File: src/rtl/pipe_stage_hs.sv
// pipe_stage_hs: valid/ready pipeline stage register with a 2-entry skid buffer, stall and flush.
// Optional PIPE_STAGE_PERF_EN adds saturating stall/flush event counters.
module pipe_stage_hs #(
    parameter int                 CTRL_W   = 16,
    parameter int                 DATA_W   = 128,
    parameter logic [CTRL_W-1:0]  CTRL_RST = '0
) (
    input  logic              clk,
    input  logic              rst,
    input  logic              flush,
    input  logic              in_valid,
    output logic              in_ready,
    input  logic [CTRL_W-1:0] in_ctrl,
    input  logic [DATA_W-1:0] in_data,
    output logic              out_valid,
    input  logic              out_ready,
    output logic [CTRL_W-1:0] out_ctrl,
    output logic [DATA_W-1:0] out_data,
    output logic [1:0]        occupancy
`ifdef PIPE_STAGE_PERF_EN
    ,
    output logic [31:0]       stall_cnt,
    output logic [31:0]       flush_cnt
`endif
);
    logic              main_valid, skid_valid;
    logic [CTRL_W-1:0] main_ctrl, skid_ctrl;
    logic [DATA_W-1:0] main_data, skid_data;
    logic              acc, pop, load_in, load_skid, shift;

    assign acc       = in_valid & in_ready;
    assign pop       = out_valid & out_ready;
    assign load_in   = acc & (~main_valid | pop);
    assign load_skid = acc & main_valid & ~pop;
    assign shift     = skid_valid & pop;

    assign in_ready  = ~skid_valid;
    assign out_valid = main_valid;
    assign out_ctrl  = main_valid ? main_ctrl : CTRL_RST;
    assign out_data  = main_valid ? main_data : '0;
    assign occupancy = {1'b0, main_valid} + {1'b0, skid_valid};

    // Valid bits depend only on handshake signals, so payload X never reaches them.
    always_ff @(posedge clk or negedge rst) begin
        if (!rst) begin
            main_valid <= 1'b0;
            skid_valid <= 1'b0;
        end else if (flush) begin
            main_valid <= 1'b0;
            skid_valid <= 1'b0;
        end else begin
            main_valid <= acc | skid_valid | (main_valid & ~pop);
            skid_valid <= skid_valid ? ~pop : load_skid;
        end
    end

    // Payload needs no reset: outputs are masked while the entry is invalid.
    always_ff @(posedge clk) begin
        if (shift) begin
            main_ctrl <= skid_ctrl;
            main_data <= skid_data;
        end else if (load_in) begin
            main_ctrl <= in_ctrl;
            main_data <= in_data;
        end
        if (load_skid) begin
            skid_ctrl <= in_ctrl;
            skid_data <= in_data;
        end
    end

`ifdef PIPE_STAGE_PERF_EN
    always_ff @(posedge clk or negedge rst) begin
        if (!rst) begin
            stall_cnt <= '0;
            flush_cnt <= '0;
        end else begin
            if (out_valid && !out_ready && stall_cnt != '1)
                stall_cnt <= stall_cnt + 32'd1;
            if (flush && occupancy != 2'd0 && flush_cnt != '1)
                flush_cnt <= flush_cnt + 32'd1;
        end
    end
`endif
endmodule

File: config.mk
export PLATFORM = sky130hd
export DESIGN_NAME = pipe_stage_hs
export DESIGN_NICKNAME = d
export VERILOG_FILES = /design/src/rtl/pipe_stage_hs.sv
export SDC_FILE = /design/constraint.sdc
export NUM_CORES = 1
export LEC_CHECK = 0
export BUFFER_PORTS_ARGS = -buffer_cell sky130_fd_sc_hd__buf_2
export CORE_UTILIZATION = 53
export DETAILED_ROUTE_END_ITERATION = 16
export HOLD_SLACK_MARGIN = 0.02
export PLACE_DENSITY = 0.92
export SETUP_SLACK_MARGIN = 0.02
export SLEW_MARGIN = 10
export SYNTH_ARGS = -nofsm -noshare
export SYNTH_HDL_FRONTEND = slang
export SYNTH_SLANG_ARGS = --single-unit
File: constraint.sdc
create_clock -name clk -period 13.05 [get_ports clk]
set_input_delay 0.6525 -clock clk [delete_from_list [all_inputs] [get_ports clk]]
set_output_delay 0.6525 -clock clk [all_outputs]
set_load 0.005 [all_outputs]
* Word-level counts from Yosys, hierarchy flattened *
Cells that the tools add are included.

storage, ports and cells
  register bits after elaboration = 290
  latch bits = 0
  bits in writable memories = 0
  memory bits (read-only) = 0
  bits of input ports = 149
  output and inout bits = 148
  memories kept = 0

cells by class
  add/sub/neg operators = 1
  multipliers = 0
  div/mod/pow operators = 0
  $lt $le $gt $ge = 0
  equal/unequal tests = 0
  shift-type cells = 0
  muxes and demuxes = 9
  bitwise gates (word level) = 13
  reductions and logical operators = 1

operator list
  kind                count
  $mux W128           3
  $mux W16            3
  $and A1 B1 Y1       7
  $mux W1             3
  $not A1 Y1          3
  $or A1 B1 Y1        3
  $add A1 B1 Y2       1
  $reduce_bool A2 Y1  1

* Logic depth before layout (Yosys ltp) *
  word-level depth = 6
  mapped depth = 5
  gate-level depth less buffers = 2

* Least setup slack after synthesis *
Ideal clock, no wire load.

  path kind = input to register
  start point = input out_ready
  end point = register skid_ctrl[0], enable pin
  setup time = 0.852 ns
  data arrival time = 11.243 ns
  required time = 12.198 ns
  path slack = 0.954 ns
  cell stages on the path = 2
  path through = nand2b_1 > nor3b_1

between the ends
  cells in the longest elaborated chain, start to end = 3

ends and longest elaborated chain
  what                  line  source
  from (decl)           16    input logic out_ready,
  $and A1 B1 Y1         32    assign pop = out_valid & out_ready;
  $not A1 Y1            34    assign load_skid = acc & main_valid & ~pop;
  $and A1 B1 Y1         34
  via load_skid         29    logic acc, pop, load_in, load_skid, shift;
  to (signal assigned)  67    skid_ctrl <= in_ctrl;
  to (decl)             27    logic [CTRL_W-1:0] main_ctrl, skid_ctrl;

The timed path passes the listed nets, and every way through them passes these cells.
A chain may end at the register's enable or synchronous reset.

* Final worst setup path *
  start point = register main_valid (netlist: out_valid)
  end point = register skid_data[78], enable pin

between the ends
  cells in the longest elaborated chain, start to end = 3
  elaborated cells between the ends (all ways) = 4
  those cells by class = bitwise (4)

ends and longest elaborated chain
  what                    line  source
  from (decl)             26    logic main_valid, skid_valid;
  from (signal assigned)  52    main_valid <= acc | skid_valid | (main_valid & ~pop);
  $and A1 B1 Y1           32
  $not A1 Y1              34
  $and A1 B1 Y1 (*)       34
  via load_skid           29
  to (signal assigned)    68    skid_data <= in_data;
  to (decl)               28    logic [DATA_W-1:0] main_data, skid_data;

Mark *: on every way through the listed nets, which the timed path passes. The rest lies on a longest branch.

==> flow_summary.yaml <==
route:
  drcViolationCount: 0
  vias: 6368
  avgViaCountPerCell: 5.20
  wl_um: 23100
  drt_pre_antenna_iters: 4
  route.detailed.wl_per_inst_um: 18.8
  antenna_violating_nets_post_route: 0
  drt_iter0_drc: 327
sta:
  tightestPinTransition_ns: 1.06
  post-route-min-period_ns: 3.24
  max_slew_violation_count: 0
  final-hold-violation-count: 0
  slew_headroom_pct: 29.2
  final-setup-viol-count: 0
  min_period_over_period_pct: 24.8
  grt_setup_unrepaired: "false"
  setup_tns_ns: 0
  fmax_ghz: 0.308
  worst_clock_skew_ns: 0.0218
clock_network:
  post_cts_setup_repair_bufs: 0
  max-clock-path-buffers: 3
  ctsResizeCount: 0
  clock_tree.htree_level_count: 1
  cts_num_sinks: 290
  ctsRootBufferMaster: "sky130_fd_sc_hd__clkbuf_16"
  postCtsHoldBufs: 1
  clock_insertion_delay_worst_skew_ns: 0.55
  cts_inserted_buffers: 29
  cts_tree: "yes"
  cts.reportedPaths.clkPinSlew_ns: 0.06
hold_path:
  path_category_of_the_worst_min_delay_check: "in2reg"
  hp-start: "in_data[2]"
critical_path:
  setup.worst_path.end_class: "flip-flop"
  critical_path_origin: "out_valid"
  crit_top_cell: "sky130_fd_sc_hd__buf_4"
  critical_path_required_ns: 13.20
  crit_path_max_incr_delay_ns: 0.77
  cp.arrival_ns: 3.39
  r2r-start: "out_valid"
  critPathTopFamily: "buffers and inverters"
  regToRegSetupSlack_ns: 9.81
  critical_path_cell_by_cell: "buf_4, nand2b_1, nor3b_2, buf_4"
  cp_slowest_cell: "sky130_fd_sc_hd__buf_4"
  crit_buf_inv: 2
  worstSetupStartpointType: "flip-flop"
  critical_path_peak_fanout: 88
  timing.setup.critical_path_class: "reg2reg"
synthesis:
  synth_flop_cell: "sky130_fd_sc_hd__edfxtp_1"
  count_of_cell_types_in_the_netlist: 18
  yosysWarnings: 0
  mapped_area_mm2: 0.0115
  synth_edf_count: 288
  synth_sequential_area_ratio_pct: 75.8
  ranking_of_synthesized_cells_by_area: "sky130_fd_sc_hd__edfxtp_1 (75%), sky130_fd_sc_hd__mux2_2 (8.2%), sky130_fd_sc_hd__and2_1 (7.8%)"
  synthesis.nets: 771
  synth_seq_cells: 290
  synthesis.area_per_instance_um2: 18.5
  ys_async_sr_fraction_pct: 0.690
  synth_top_cells_by_count: "sky130_fd_sc_hd__edfxtp_1 (288), sky130_fd_sc_hd__and2_1 (144), sky130_fd_sc_hd__mux2_2 (84)"
  synthMostInstantiatedCell: "sky130_fd_sc_hd__edfxtp_1"
  yosys.area.top_type: "sky130_fd_sc_hd__edfxtp_1"
  gate_count_after_technology_mapping: 621
  top_area_cell_type_share_of_the_netlist_area_pct: 75.3
placement:
  gp_routability_congestion: 0.807
  post-place-cells: 1167
  buffer_ports.inserted: 296
  hpwl_um: 14700
floorplanning:
  placementRows: 53
  die_area_mm2: 0.0223
  die_h_um: 149
  io_pins: 297
  core_area_mm2: 0.0212
  initial_utilization_pct: 54.3
  fp.dieW_um: 149
grt:
  grt_usage_pct: 20.2
  gr_ovfl_total: 0
  grt_max_degree: 89
  grt_first_pass_wirelength_um: 34700
  grt_pass1_vias: 6514
  antenna_found_initial: 4
layout:
  finish.net_count: 1074
  syn_to_final_growth_pct: 23.1
  final_cells: 1225
  post_route_cells_drive_above_1_share_pct: 45.5
  filler_cell_count: 1404
power_and_ir_drop:
  power.ir.vdd_worst_mv: 0.113
  p_per_area_mw_per_mm2: 144
  power.static_leakage_nw: 5.59
status:
  status: "finished, final reports clean"
flow_run:
  maxCapViolCount: 0
-- stage by stage --
| stage | power (mW) | hold slack (ns) | setup slack (ns) | utilization [%] | instance area [um2] |
|---|---|---|---|---|---|
| 6_report | 2.04 | 0.297 | 9.81 | 66.8 | 14100 |
| 3_3_place_gp | 1.25 | 0.447 | 9.86 | 62.4 | 13200 |
| 5_1_grt | 2.11 | 0.272 | 9.59 | 66.8 | 14100 |
| 4_1_cts | 2.06 | 0.271 | 9.81 | 66.8 | 14100 |
| 3_5_place_dp | 1.26 | 0.442 | 9.83 | 62.4 | 13200 |
| 2_1_floorplan | 1.19 | 0.357 | 0.954 | - | 11500 |
-- state kept, by name, summed over array words and instances, names as in the netlist --
name,cells
main_data,128
skid_data,128
main_ctrl,16
skid_ctrl,16
out_valid,1
skid_valid,1
-- path summary, 6_finish.rpt --
check,endpoint,cells past startpoint
min in group asynchronous,skid_valid,2
max in group asynchronous,out_valid,2
min reg2reg,main_data[117],1
min,skid_data[2],1
max reg2reg,skid_data[78],4
max,skid_data[78],4
-- routing by layer --
| layer | global-route usage [%] | up-vias | wire [um] |
|---|---|---|---|
| met5 | 0 | - | 0 |
| met4 | 8.32 | 0 | 651 |
| met3 | 4.40 | 47 | 1440 |
| met2 | 33.3 | 235 | 11500 |
| met1 | 26.1 | 3154 | 9470 |
| li1 | - | 2932 | - |
-- final cells by class --
cell class	count	area, um2	area share [%]
sequential	290	8700	61.6
multi-input combinational	298	2620	18.5
timing repair buffer	304	1540	10.9
clock buffer	33	741	5.24
tap	275	344	2.43
clock inverter	20	176	1.25
antenna	4	10.0	0.0708
inverter	1	3.75	0.0266
-- cells in the final DEF, fill, tap and decap left out, types with 3 or more instances in the layout --
cell,synthesis,routed
sky130_fd_sc_hd__diode_2,0,4
sky130_fd_sc_hd__buf_4,0,7
sky130_fd_sc_hd__bufinv_16,0,3
sky130_fd_sc_hd__and2_1,144,144
sky130_fd_sc_hd__buf_2,9,296
sky130_fd_sc_hd__mux2_2,84,84
sky130_fd_sc_hd__edfxtp_1,288,288
sky130_fd_sc_hd__clkbuf_1,16,4
sky130_fd_sc_hd__clkinv_1,0,10
sky130_fd_sc_hd__mux2_1,60,60
sky130_fd_sc_hd__clkinv_2,0,3
sky130_fd_sc_hd__clkbuf_16,0,29
-- report_power, final --
part | internal, mW | total, mW | switching [mW]
Sequential | 1.08 | 1.10 | 0.0141
Clock | 0.465 | 0.801 | 0.336
Combinational | 0.0663 | 0.141 | 0.0743
Total | 1.61 | 2.04 | 0.425
-- worst register-to-register path, cell delays in order (launching register included) --
cell and delay (ns):
sky130_fd_sc_hd__dfrtp_4 0.76, sky130_fd_sc_hd__buf_4 0.68, sky130_fd_sc_hd__nand2b_1 0.30, sky130_fd_sc_hd__nor3b_2 0.29, sky130_fd_sc_hd__buf_4 0.77
-- cell families (layout without fill, tap and decap cells) --
group	Yosys count	in the layout	share of synthesized area, %
and+or+nand+nor	149	149	8.14
other	0	4	0
adders and majority gates	1	1	0.109
AOI/OAI and AO/OA	3	3	0.153
DFF	290	290	75.8
buffers and inverters	33	358	1.63
muxes	145	145	14.2
Note: power is estimated with default switching activity, not from simulation.
